**config.mk**
```make
export PLATFORM = sky130hd
export DESIGN_NAME = sqrt_request_arbiter
export DESIGN_NICKNAME = d
export VERILOG_FILES = /design/src/rtl/sqrt_ctrl_pkg.sv /design/src/rtl/rr_arbiter.sv /design/src/rtl/sqrt_request_arbiter.sv
export SDC_FILE = /design/constraint.sdc
export NUM_CORES = 1
export LEC_CHECK = 0
export BUFFER_PORTS_ARGS = -buffer_cell sky130_fd_sc_hd__buf_2
export CAP_MARGIN = 40
export CORE_MARGIN = 1.5
export CORE_UTILIZATION = 40
export DETAILED_ROUTE_END_ITERATION = 12
export HOLD_SLACK_MARGIN = 0.06
export PLACE_DENSITY = 0.83
export SYNTH_ARGS = -nofsm -noshare
export SYNTH_HDL_FRONTEND = slang
export SYNTH_SLANG_ARGS = --single-unit
```
**constraint.sdc**
```tcl
create_clock -name clk_i -period 1.55 [get_ports clk_i]
set_input_delay 0.31 -clock clk_i [delete_from_list [all_inputs] [get_ports clk_i]]
set_output_delay 0.31 -clock clk_i [all_outputs]
set_load 0.01 [all_outputs]
```
**src/rtl/sqrt_ctrl_pkg.sv**
```systemverilog
// Shared types for the square-root request arbiter: FSM state encoding,
// iteration count helper and the registered response record.
package sqrt_ctrl_pkg;

  typedef enum logic [1:0] {
    StIdle,
    StIssue,
    StWait,
    StRespond
  } state_e;

  // Number of root bits produced, one per iteration of the sqrt unit.
  function automatic int unsigned iterations(input int unsigned data_width);
    return data_width / 2;
  endfunction

  // The response record is sized for the widest supported configuration
  // (DATA_WIDTH up to 64, N_REQ up to 8); narrower builds zero-extend into it.
  localparam int unsigned MaxDataWidth = 64;
  localparam int unsigned MaxIdW       = 3;
  localparam int unsigned MaxRootW     = iterations(MaxDataWidth);

  typedef struct packed {
    logic [MaxIdW-1:0]   id;
    logic [MaxRootW-1:0] root;
    logic [MaxRootW:0]   remainder;
  } rsp_t;

endpackage

```
**src/rtl/rr_arbiter.sv**
```systemverilog
// Combinational round-robin picker: grants the first set request found when
// searching upward from ptr_i, wrapping modulo N_REQ.
module rr_arbiter #(
  parameter int unsigned N_REQ = 2,
  parameter int unsigned ID_W  = $clog2(N_REQ)
) (
  input  logic [N_REQ-1:0] req_i,
  input  logic [ID_W-1:0]  ptr_i,
  output logic [N_REQ-1:0] gnt_o,
  output logic [ID_W-1:0]  idx_o,
  output logic             valid_o
);

  logic [ID_W-1:0] w_cand [N_REQ];

  // Walk candidates in priority order starting at the pointer.
  always_comb begin
    gnt_o   = '0;
    idx_o   = '0;
    valid_o = 1'b0;
    w_cand  = '{default: '0};
    for (int unsigned k = 0; k < N_REQ; k++) begin
      w_cand[k] = ID_W'((32'(ptr_i) + k) % N_REQ);
      if (!valid_o && req_i[w_cand[k]]) begin
        valid_o          = 1'b1;
        idx_o            = w_cand[k];
        gnt_o[w_cand[k]] = 1'b1;
      end
    end
  end

endmodule

```
**src/rtl/sqrt_request_arbiter.sv**
```systemverilog
// Shares one iterative sqrt unit between N_REQ requesters: round-robin
// accept, one-cycle start pulse, wait for completion, tagged response.
// Optional macro SQRT_TRIVIAL_BYPASS_EN answers radicands below 4 directly.
import sqrt_ctrl_pkg::*;

module sqrt_request_arbiter #(
  parameter int unsigned DATA_WIDTH = 32,
  parameter int unsigned N_REQ      = 2,
  parameter int unsigned ID_W       = $clog2(N_REQ)
) (
  input  logic                          clk_i,
  input  logic                          rst_n_i,
  input  logic                          clk_en_i,
  input  logic                          flush_i,
  input  logic [N_REQ-1:0]              req_valid_i,
  input  logic [N_REQ*DATA_WIDTH-1:0]   req_radicand_i,
  output logic [N_REQ-1:0]              req_ready_o,
  output logic                          rsp_valid_o,
  input  logic                          rsp_ready_i,
  output logic [ID_W-1:0]               rsp_id_o,
  output logic [DATA_WIDTH/2-1:0]       rsp_root_o,
  output logic [DATA_WIDTH/2:0]         rsp_remainder_o,
  output logic                          sqrt_valid_o,
  output logic [DATA_WIDTH-1:0]         sqrt_radicand_o,
  output logic                          sqrt_clk_en_o,
  input  logic                          sqrt_valid_i,
  input  logic                          sqrt_idle_i,
  input  logic [DATA_WIDTH/2-1:0]       sqrt_root_i,
  input  logic [DATA_WIDTH/2:0]         sqrt_remainder_i,
  output logic                          busy_o
);

  localparam int unsigned RootW = iterations(DATA_WIDTH);

  state_e                r_state, w_state_d;
  logic [ID_W-1:0]       r_ptr, w_ptr_d, w_next_ptr;
  logic [DATA_WIDTH-1:0] r_radicand, w_radicand_d;
  rsp_t                  r_rsp, w_rsp_d;
  logic                  r_discard, w_discard_d;

  logic [N_REQ-1:0]      w_gnt;
  logic [ID_W-1:0]       w_idx;
  logic                  w_any;
  logic [DATA_WIDTH-1:0] w_sel_rad;
  logic                  w_trivial;
  logic                  w_accept;
  logic                  w_byp_root;
  logic [1:0]            w_byp_rem;
  logic                  w_unused_rsp;

  rr_arbiter #(
    .N_REQ (N_REQ),
    .ID_W  (ID_W)
  ) u_rr_arbiter (
    .req_i   (req_valid_i),
    .ptr_i   (r_ptr),
    .gnt_o   (w_gnt),
    .idx_o   (w_idx),
    .valid_o (w_any)
  );

  assign w_sel_rad  = req_radicand_i[w_idx*DATA_WIDTH +: DATA_WIDTH];
  assign w_next_ptr = (w_idx == ID_W'(N_REQ - 1)) ? '0 : w_idx + 1'b1;
  assign w_byp_root = |w_sel_rad[1:0];
  assign w_byp_rem  = w_sel_rad[1:0] - {1'b0, w_byp_root};

`ifdef SQRT_TRIVIAL_BYPASS_EN
  assign w_trivial = ~|w_sel_rad[DATA_WIDTH-1:2];
`else
  assign w_trivial = 1'b0;
`endif

  // Bypass-eligible grants need no free sqrt unit; a stall holds off acceptance.
  assign w_accept = clk_en_i && !flush_i && (r_state == StIdle) && w_any &&
                    (sqrt_idle_i || w_trivial);

  // State register.
  always_ff @(posedge clk_i or negedge rst_n_i) begin
    if (!rst_n_i) begin
      r_state <= StIdle;
    end else if (clk_en_i) begin
      r_state <= w_state_d;
    end
  end

  // Next-state logic; flush wins over a same-cycle completion or accept.
  always_comb begin
    w_state_d = r_state;
    case (r_state)
      StIdle:    if (w_accept) w_state_d = w_trivial ? StRespond : StIssue;
      StIssue:   w_state_d = flush_i ? StIdle : StWait;
      StWait:    if (sqrt_valid_i) w_state_d = (r_discard || flush_i) ? StIdle : StRespond;
      StRespond: if (flush_i || rsp_ready_i) w_state_d = StIdle;
      default:   w_state_d = StIdle;
    endcase
  end

  // Datapath registers: pointer, latched operand, response record, discard flag.
  always_ff @(posedge clk_i or negedge rst_n_i) begin
    if (!rst_n_i) begin
      r_ptr      <= '0;
      r_radicand <= '0;
      r_rsp      <= '0;
      r_discard  <= 1'b0;
    end else if (clk_en_i) begin
      r_ptr      <= w_ptr_d;
      r_radicand <= w_radicand_d;
      r_rsp      <= w_rsp_d;
      r_discard  <= w_discard_d;
    end
  end

  // Datapath next values.
  always_comb begin
    w_ptr_d      = r_ptr;
    w_radicand_d = r_radicand;
    w_rsp_d      = r_rsp;
    w_discard_d  = r_discard;
    case (r_state)
      StIdle: begin
        w_discard_d = 1'b0;
        if (w_accept) begin
          w_ptr_d      = w_next_ptr;
          w_radicand_d = w_sel_rad;
          w_rsp_d.id   = MaxIdW'(w_idx);
          if (w_trivial) begin
            w_rsp_d.root      = MaxRootW'(w_byp_root);
            w_rsp_d.remainder = (MaxRootW + 1)'(w_byp_rem);
          end
        end
      end
      StWait: begin
        if (sqrt_valid_i) begin
          w_discard_d = 1'b0;
          if (!(r_discard || flush_i)) begin
            w_rsp_d.root      = MaxRootW'(sqrt_root_i);
            w_rsp_d.remainder = (MaxRootW + 1)'(sqrt_remainder_i);
          end
        end else if (flush_i) begin
          // The unit cannot be aborted, so remember to drop its result.
          w_discard_d = 1'b1;
        end
      end
      default: ;
    endcase
  end

  // Outputs decoded from the current state.
  always_comb begin
    req_ready_o  = w_accept ? w_gnt : '0;
    sqrt_valid_o = clk_en_i && (r_state == StIssue) && !flush_i;
    rsp_valid_o  = (r_state == StRespond) && !flush_i;
    busy_o       = (r_state != StIdle);
  end

  assign sqrt_clk_en_o   = clk_en_i;
  assign sqrt_radicand_o = r_radicand;
  assign rsp_id_o        = r_rsp.id[ID_W-1:0];
  assign rsp_root_o      = r_rsp.root[RootW-1:0];
  assign rsp_remainder_o = r_rsp.remainder[RootW:0];
  // Upper bits of the record are constant zero in narrower builds.
  assign w_unused_rsp    = ^r_rsp;

endmodule

```
# Yosys cells after proc, flatten, opt, wreduce, memory -nomap -nowiden
# Index checks and enable logic that the tools add are counted.
# op_classes
n_shift	1
n_bitwise	3
n_lt_le_gt_ge	4
n_mux	28
n_eq_ne	7
add_sub_neg	2
reduce_logical	21
# ops
operator	n
two-way mux 49 bit	2
case mux 49 bit (2 select lines)	1
variable part select 64 x 7 -> 32 bit	1
two-way mux 2 bit	8
two-way mux 1 bit	13
logical AND 1 bit	10
case mux 2 bit (4 select lines)	1
inequality test 2 bit (second input constant)	3
AND reduction 3 bit	2
AND reduction 5 bit	1
== test 2 bit (second input constant)	2
less-than comparator 1 x 2 -> 1 bit (second input constant)	2
AND reduction 4 bit	1
nonzero test 2 bit	2
inequality test 3 bit (second input constant)	1
adder 1 bit (second input constant)	2
demux 1 bit (select 1 bit)	2
== test 2 x 1 -> 1 bit (second input constant)	1
>= comparator 1 bit (second input constant)	2
zero test 1 bit	2
zero test 2 bit	1
logical OR 1 bit	2
inverter 1 bit	2
bitwise OR 2 bit	1
case mux 1 bit (2 select lines)	1
# totals
regBits	70
input_bits	106
output_inout_bits	72
wordCells	73

# Depth between registers and ports, before layout
# Gate-level depths: netlist of the first run.
# depth
depth_word	10
mapped_depth	7
depth_no_buf	3

# Cells and area by module
# A second synthesis of the first run with hierarchy kept.
# unflattened
hier_cells	212
area_unflattened_um2	3151.8
# modules_own_cells
module	cells_per_inst	area_each_um2	n_inst
sqrt_request_arbiter	207	3119.2	1
rr_arbiter	5	32.5	1

# Worst setup path before layout of the first run
# OpenSTA, ideal clock, no wires.
# synth_timing
path_type	reg-to-output
from	reg r_state[1]
to	out req_ready_o[0]
n_path_buf	1
path_stages_with_launch	5
arrival_time_ns	1.259
path_slack_ns	-0.019
required_ns	1.240
cell_sequence	dfrtp_1 nor3b_2 and3_1 buf_6 and3_1
# synth_between
elab_chain_len	5
# synth_rtl
item	line_no	source
start: declaration	sqrt_request_arbiter.sv:35	state_e r_state, w_state_d;
start signal: assignment	sqrt_request_arbiter.sv:80	r_state <= StIdle;
start signal: assignment	sqrt_request_arbiter.sv:82	r_state <= w_state_d;
zero test 2 bit	sqrt_request_arbiter.sv:74	assign w_accept = clk_en_i && !flush_i && (r_state == StIdle) && w_any &&
logical AND 1 bit (3 in series)	sqrt_request_arbiter.sv:74	
two-way mux 2 bit	sqrt_request_arbiter.sv:150	req_ready_o = w_accept ? w_gnt : '0;
end: declaration	sqrt_request_arbiter.sv:17	output logic [N_REQ-1:0] req_ready_o,
# Every way passes these cells.

# Worst setup path in the final report of the first run
# Ends and elaborated chain as after synthesis.

==> qor.yml, run 1 <==
run_status:
  status: "finished, violations left"
  violations: "setup timing"
die:
  dieHeight_um: 97.0
  die_x_um: 97.0
  top_level_ports: 178
  start_util_pct: 40.9
  core_area_um2: 8640
  fp.dieArea_um2: 9410
  rows: 34
critical_path:
  crit_path_top_delay_cell: "dfrtp_2"
  criticalPathCategory: "reg -> out"
  crit_family: "simple AND/OR/NAND/NOR gates"
  cpPeakStageDelay_ns: 0.43
  crit_chain: "nor3b_4 > and3_4 > and3_4 > buf_6"
  timing.critical_path.mode_cell: "and3_4"
  worstPathRequired_ns: 1.24
  path_buf_inv: 1
  critPathCaptureType: "primary output"
  crit_path_start_kind: "register"
  worstPathArrival_ns: 1.46
  cp_max_fo: 2
sta:
  skew_ns: 0.0132
  setup_ws_ns: -0.224
  finalSetupViolCount: 38
  finalHoldViolations: 0
  post-route-min-period_ns: 1.77
  slew_viol_final: 0
  period_share_pct: 114
  maxSlewHeadroom_pct: 75.1
  worst_slew_pin_slew_ns: 0.373
  fmax_mhz: 564
  rsz0062_at_grt: "yes"
  holdWs_ns: 0.185
  tns_ns: -6.04
global_route:
  grt_pass1_wl_mm: 15.2
  first_global_vias: 3138
  antenna_found_initial: 0
  grt_use_total_pct: 19.8
  grt.overflow.total: 0
  grt_max_degree: 71
final_layout:
  fill_cells: 712
  insertedDiodeCount: 0
  area_growth_pct: 45.8
  fin_area_um2: 5150
  seqCellArea_um2: 1750
  drive_gt1_share_pct: 58.1
  final_cell_count_no_fill: 600
  final_net_count: 593
  multiInputGateArea_um2: 1700
synthesis:
  synthAdderAreaFrac_pct: 0
  synth_area_leaders: "dfrtp_1, a31oi_2, mux2_1"
  synthSimpleGateAreaFrac_pct: 11.0
  synth-compound-area-share_pct: 22.5
  synth_top_family_by_area: "compound AO/OA/AOI/OAI gates"
  syn_area_um2: 3530
  yosys_warnings: 0
  ys_seq_area_share_pct: 49.6
  synthMuxAreaShare_pct: 11.2
  synth_top_area_share_pct: 49.6
  mappedNetlistNets: 404
  netlist_instances: 298
  synth_xor_area_share_pct: 0
  synth_cell_types: 32
  synth-seq-cells: 70
  synth_area_leader_cell: "dfrtp_1"
  syn-mean-instance-area_um2: 11.9
place:
  dpl-instance-area_um2: 4610
  io_buffers: 177
  gp_congestion: 0.759
  hpwlAfterDp_mm: 6.72
  placedCellCount: 572
power:
  irDropWorstVdd_mv: 0.857
  powerDensity_nw_per_um2: 1690
  p_leak_uw: 0.00250
job:
  cap_viol_max_count: 0
route:
  post_drt_via_cell_ratio: 5.36
  drt-initial-drc-count: 104
  drt-wirelength-per-cell_um: 17.0
  firstDrtPassIters: 4
  postRouteAntennaNets: 0
  vias: 3217
  drt_wl_total_mm: 10.2
  drc: 0
clocking:
  clockBufferDepth: 2
  root_buffer: "clkbuf_8"
  cts_buffers: 9
  cts_tree: "yes"
  cts_sinks: 70
  clk_latency_ns: 0.33
  cts_max_level: 3
  path_clk_slew_ns: 0.08
hold_path:
  hold_path.class: "in -> reg"
==> placed cells by master (no fill, tap or decap), types with 2 or more instances in the layout <==
cell type and instances:
buf_2 175, dfrtp_1 68, a31oi_1 34, o21ai_0 33
nand3b_1 32, a31oi_2 30, mux2_4 19, buf_4 19
mux2_1 15, clkbuf_8 11, buf_6 6, clkbuf_16 5
buf_12 5, a21oi_1 4, inv_1 3, nor2b_4 2
and3_4 2, nand2b_1 2, nor2_1 2, bufinv_16 2
dfrtp_2 2
==> cell usage after synthesis <==
master    instances
nor3b_1           1
inv_1             3
and2_1            1
o31ai_1           1
o21ai_1           1
nand3_1           1
a31oi_1          34
buf_1             1
buf_2             1
mux2_1           33
or2_1             1
nor2_1            3
dfrtp_1          70
a21oi_1           4
nand4b_4          1
mux2i_1           1
buf_6             8
and3_1            2
buf_4             1
mux2_4            1
nor3b_2           1
o21ai_0          33
and3b_1           1
a41oi_1           1
nand2b_1          2
or2_2             1
nor2b_1           3
and2b_1           2
nand2_1           1
nand3b_1         32
a31oi_2          30
clkbuf_1         22
==> power by group <==
group	switching [uW]	internal, uW	leakage, uW
clock	679	1000	0.000117
combinational	1840	1920	0.00154
sequential	526	2730	0.000846
total	3040	5650	0.00250
==> layout make-up <==
type                    instances  area share [%]
flip-flops and latches         70            34.1
multi-input cells             192            32.9
repair buffers                211            25.6
clock buffers                  12            3.01
well taps                     108            2.62
clock inverters                 4            1.51
inverters                       3           0.219
==> metal layers <==
metal  track usage, %  up-vias  part of all wire (%)
li1                 -     1498                     -
met1             24.4     1521                    39
met2             33.8      177                    51
met3             5.13       21                   8.2
met4             6.47        0                   2.2
met5                0        -                     0
==> worst paths after layout <==
check	start	end	slack (ns)	cells past startpoint
worst max-delay path	r_state[1]	req_ready_o[0]	-0.22	4
worst min register to register	rsp_root_o[15]	rsp_root_o[15]	0.49	1
worst max register to register	r_state[1]	rsp_remainder_o[2]	-0.20	6
worst min-delay path	sqrt_remainder_i[10]	rsp_remainder_o[10]	0.19	2
max in group asynchronous	rst_n_i	r_state[0]	0.67	3
min in group asynchronous	rst_n_i	rsp_remainder_o[7]	0.55	3
==> metrics by stage <==
stage / total power (uW) / setup WS [ns] / util (%)
detailed placement: 6650 / 0.0167 / 53.3
global placement: 6500 / 0.0273 / 53.3
CTS: 8410 / -0.235 / 57.0
floorplan: 5140 / 0.00457 / -
global route: 9250 / -0.281 / 59.6
finish: 8690 / -0.224 / 59.6
==> state kept, by name (all words and copies together) (netlist names) <==
name	cells
rsp_root_o	16
r_discard	1
sqrt_radicand_o	32
rsp_remainder_o	17
r_state	2
rsp_id_o	1
r_ptr	1
==> kinds of logic after synthesis <==
group,after synthesis
AO/OA/AOI/OAI,104
flip-flops,70
AND/OR/NAND/NOR,53
buffers and inverters,36
multiplexers,35
==> timing repair <==
item | CTS | global route
endpoints found under the hold margin | 70 | 0
hold buffers | 1 | 0
pin swaps | 4 | 3
resized for setup | 8 | 26
endpoints found under the setup margin | 5 | 70
cloned | 0 | 6
buffers inserted | 6 | 2
No activity file was read; power rests on OpenSTA's default activity.
==> run 2, diff against run 1 <==
--- a/config.mk
+++ b/config.mk
@@ -7,7 +7,7 @@
 export LEC_CHECK = 0
 export BUFFER_PORTS_ARGS = -buffer_cell sky130_fd_sc_hd__buf_2
 export CAP_MARGIN = 40
-export CORE_MARGIN = 1.5
+export CORE_MARGIN = 4
 export CORE_UTILIZATION = 40
 export DETAILED_ROUTE_END_ITERATION = 12
 export HOLD_SLACK_MARGIN = 0.06
==> run 2 against run 1 <==
  * The flow still finishes with violations (setup timing)
  * Combinational power up 7.5%
  * Cell count up 0.33%
  * Clock skew down 0.0013 ns
  * Utilization up 0.77 points
  * Hold slack better by 0.023 ns
==> qor.yml, run 2 (synthesis gave the netlist of run 1 again) <==
final_layout:
  area_growth_pct: 48.4
  seqCellArea_um2: 1750
  drive_gt1_share_pct: 61.1
  final_net_count: 596
  largest_register_ffs: 32
  fill_cells: 716
  layout_commonest_cell: "buf_2"
  multiInputGateArea_um2: 1750
  insertedDiodeCount: 0
  layout_common_cells: "buf_2, dfrtp_1, a31oi_1, mux2_4, o21ai_0"
sta:
  slew_viol_final: 0
  period_share_pct: 118
  rsz0062_at_grt: "yes"
  worst_slew_pin_slew_ns: 0.367
  tns_ns: -5.79
  setup_ws_ns: -0.274
  fmax_mhz: 548
  maxSlewHeadroom_pct: 75.5
  skew_ns: 0.0119
  finalHoldViolations: 0
  post-route-min-period_ns: 1.82
  finalSetupViolCount: 38
die:
  die_x_um: 102
  fp.dieArea_um2: 10400
  start_util_pct: 40.7
  dieHeight_um: 102
  rows: 34
  core_area_um2: 8680
  top_level_ports: 178
critical_path:
  critPathCaptureType: "primary output"
  path_buf_inv: 1
  crit_path_start_kind: "register"
  worstPathRequired_ns: 1.24
  crit_family: "simple AND/OR/NAND/NOR gates"
  cpPeakStageDelay_ns: 0.43
  criticalPathCategory: "reg -> out"
  crit_chain: "nor3b_4 > and3_4 > and3_4 > buf_6"
  crit_path_top_delay_cell: "dfrtp_1"
  timing.critical_path.mode_cell: "and3_4"
  cp_max_fo: 2
  worstPathArrival_ns: 1.51
power:
  p_leak_uw: 0.00259
  powerDensity_nw_per_um2: 1690
  power_uw: 8870
  irDropWorstVdd_mv: 0.660
run_status:
  status: "finished, violations left"
  violations: "setup timing"
global_route:
  grt.overflow.total: 0
  grt_pass1_wl_mm: 14.9
  grt_max_degree: 71
  grt_use_total_pct: 18.3
  antenna_found_initial: 0
  first_global_vias: 3080
place:
  io_buffers: 177
  gp_congestion: 0.797
  hpwlAfterDp_mm: 7.39
clocking:
  root_buffer: "clkbuf_8"
  cts_buffers: 9
  path_clk_slew_ns: 0.08
  clockBufferDepth: 2
  clk_latency_ns: 0.33
  cts_max_level: 3
  cts_tree: "yes"
  cts_sinks: 70
route:
  firstDrtPassIters: 4
  drt-initial-drc-count: 100
  post_drt_via_cell_ratio: 5.43
  drt_wl_total_mm: 11.4
  vias: 3267
  postRouteAntennaNets: 0
  drc: 0
  drt-wirelength-per-cell_um: 18.9
job:
  cap_viol_max_count: 0
hold_path:
  hold_path.class: "in -> reg"
run 2: cell count changes in the layout (fill, tap and decap cells not counted), sizes merged:
| cell | previous run | this run |
|---|---|---|
| clkinv | 1 | 4 |
| buf | 205 | 207 |
| clkbuf | 17 | 15 |
| inv | 4 | 3 |
run 2: final timing paths:
check | start | endpoint | slack, ns | cells after the start
setup / recovery | r_state[1] | req_ready_o[0] | -0.27 | 4
hold / removal | sqrt_root_i[0] | rsp_root_o[0] | 0.21 | 2
setup reg to reg | r_state[1] | rsp_remainder_o[0] | -0.17 | 6
hold reg to reg | rsp_remainder_o[12] | rsp_remainder_o[12] | 0.51 | 1
max in group asynchronous | rst_n_i | sqrt_radicand_o[15] | 0.72 | 3
min in group asynchronous | rst_n_i | sqrt_radicand_o[29] | 0.54 | 3
run 2: layout make-up:
cell class,instances,area share [%]
Inverter,3,0.215
Tap cell,108,2.58
Timing Repair Buffer,214,26.5
Clock buffer,9,2.36
Clock inverter,6,1.67
Sequential cell,70,33.4
Multi-Input combinational cell,192,33.3
run 2: routing by layer:
layer	wire (um)	GRT usage, %
met5	0	0
met4	207	6.66
met1	4380	21.3
met2	5740	32.4
met3	1050	4.91
run 2: report_power, final:
| part | switching, uW | internal, uW | leakage, uW | total (uW) |
|---|---|---|---|---|
| sequential | 552 | 2730 | 0.000848 | 3280 |
| combinational | 1900 | 2120 | 0.00163 | 4030 |
| clock | 670 | 897 | 0.000109 | 1570 |
run 2: what timing repair did:
item / CTS / global route
cloned: 0 / 8
setup endpoints to repair: 5 / 71
hold endpoints to repair: 70 / 0
gates resized for setup: 8 / 47
buffers inserted: 6 / 3
hold buffers: 1 / 0
pin swaps: 4 / 3
run 2: metrics by stage:
stage | instances | area (um2) | hold WS (ns) | worst slack [ns] | utilization, %
after floorplan | 298 | 3540 | 0.0144 | 0.00457 | -
final | 602 | 5240 | 0.208 | -0.274 | 60.4
after global placement | 571 | 4580 | 0.358 | -0.0332 | 52.8
after global routing | 602 | 5240 | 0.187 | -0.352 | 60.4
after detailed placement | 571 | 4580 | 0.361 | -0.0514 | 52.8
after CTS | 593 | 4880 | 0.167 | -0.285 | 56.3
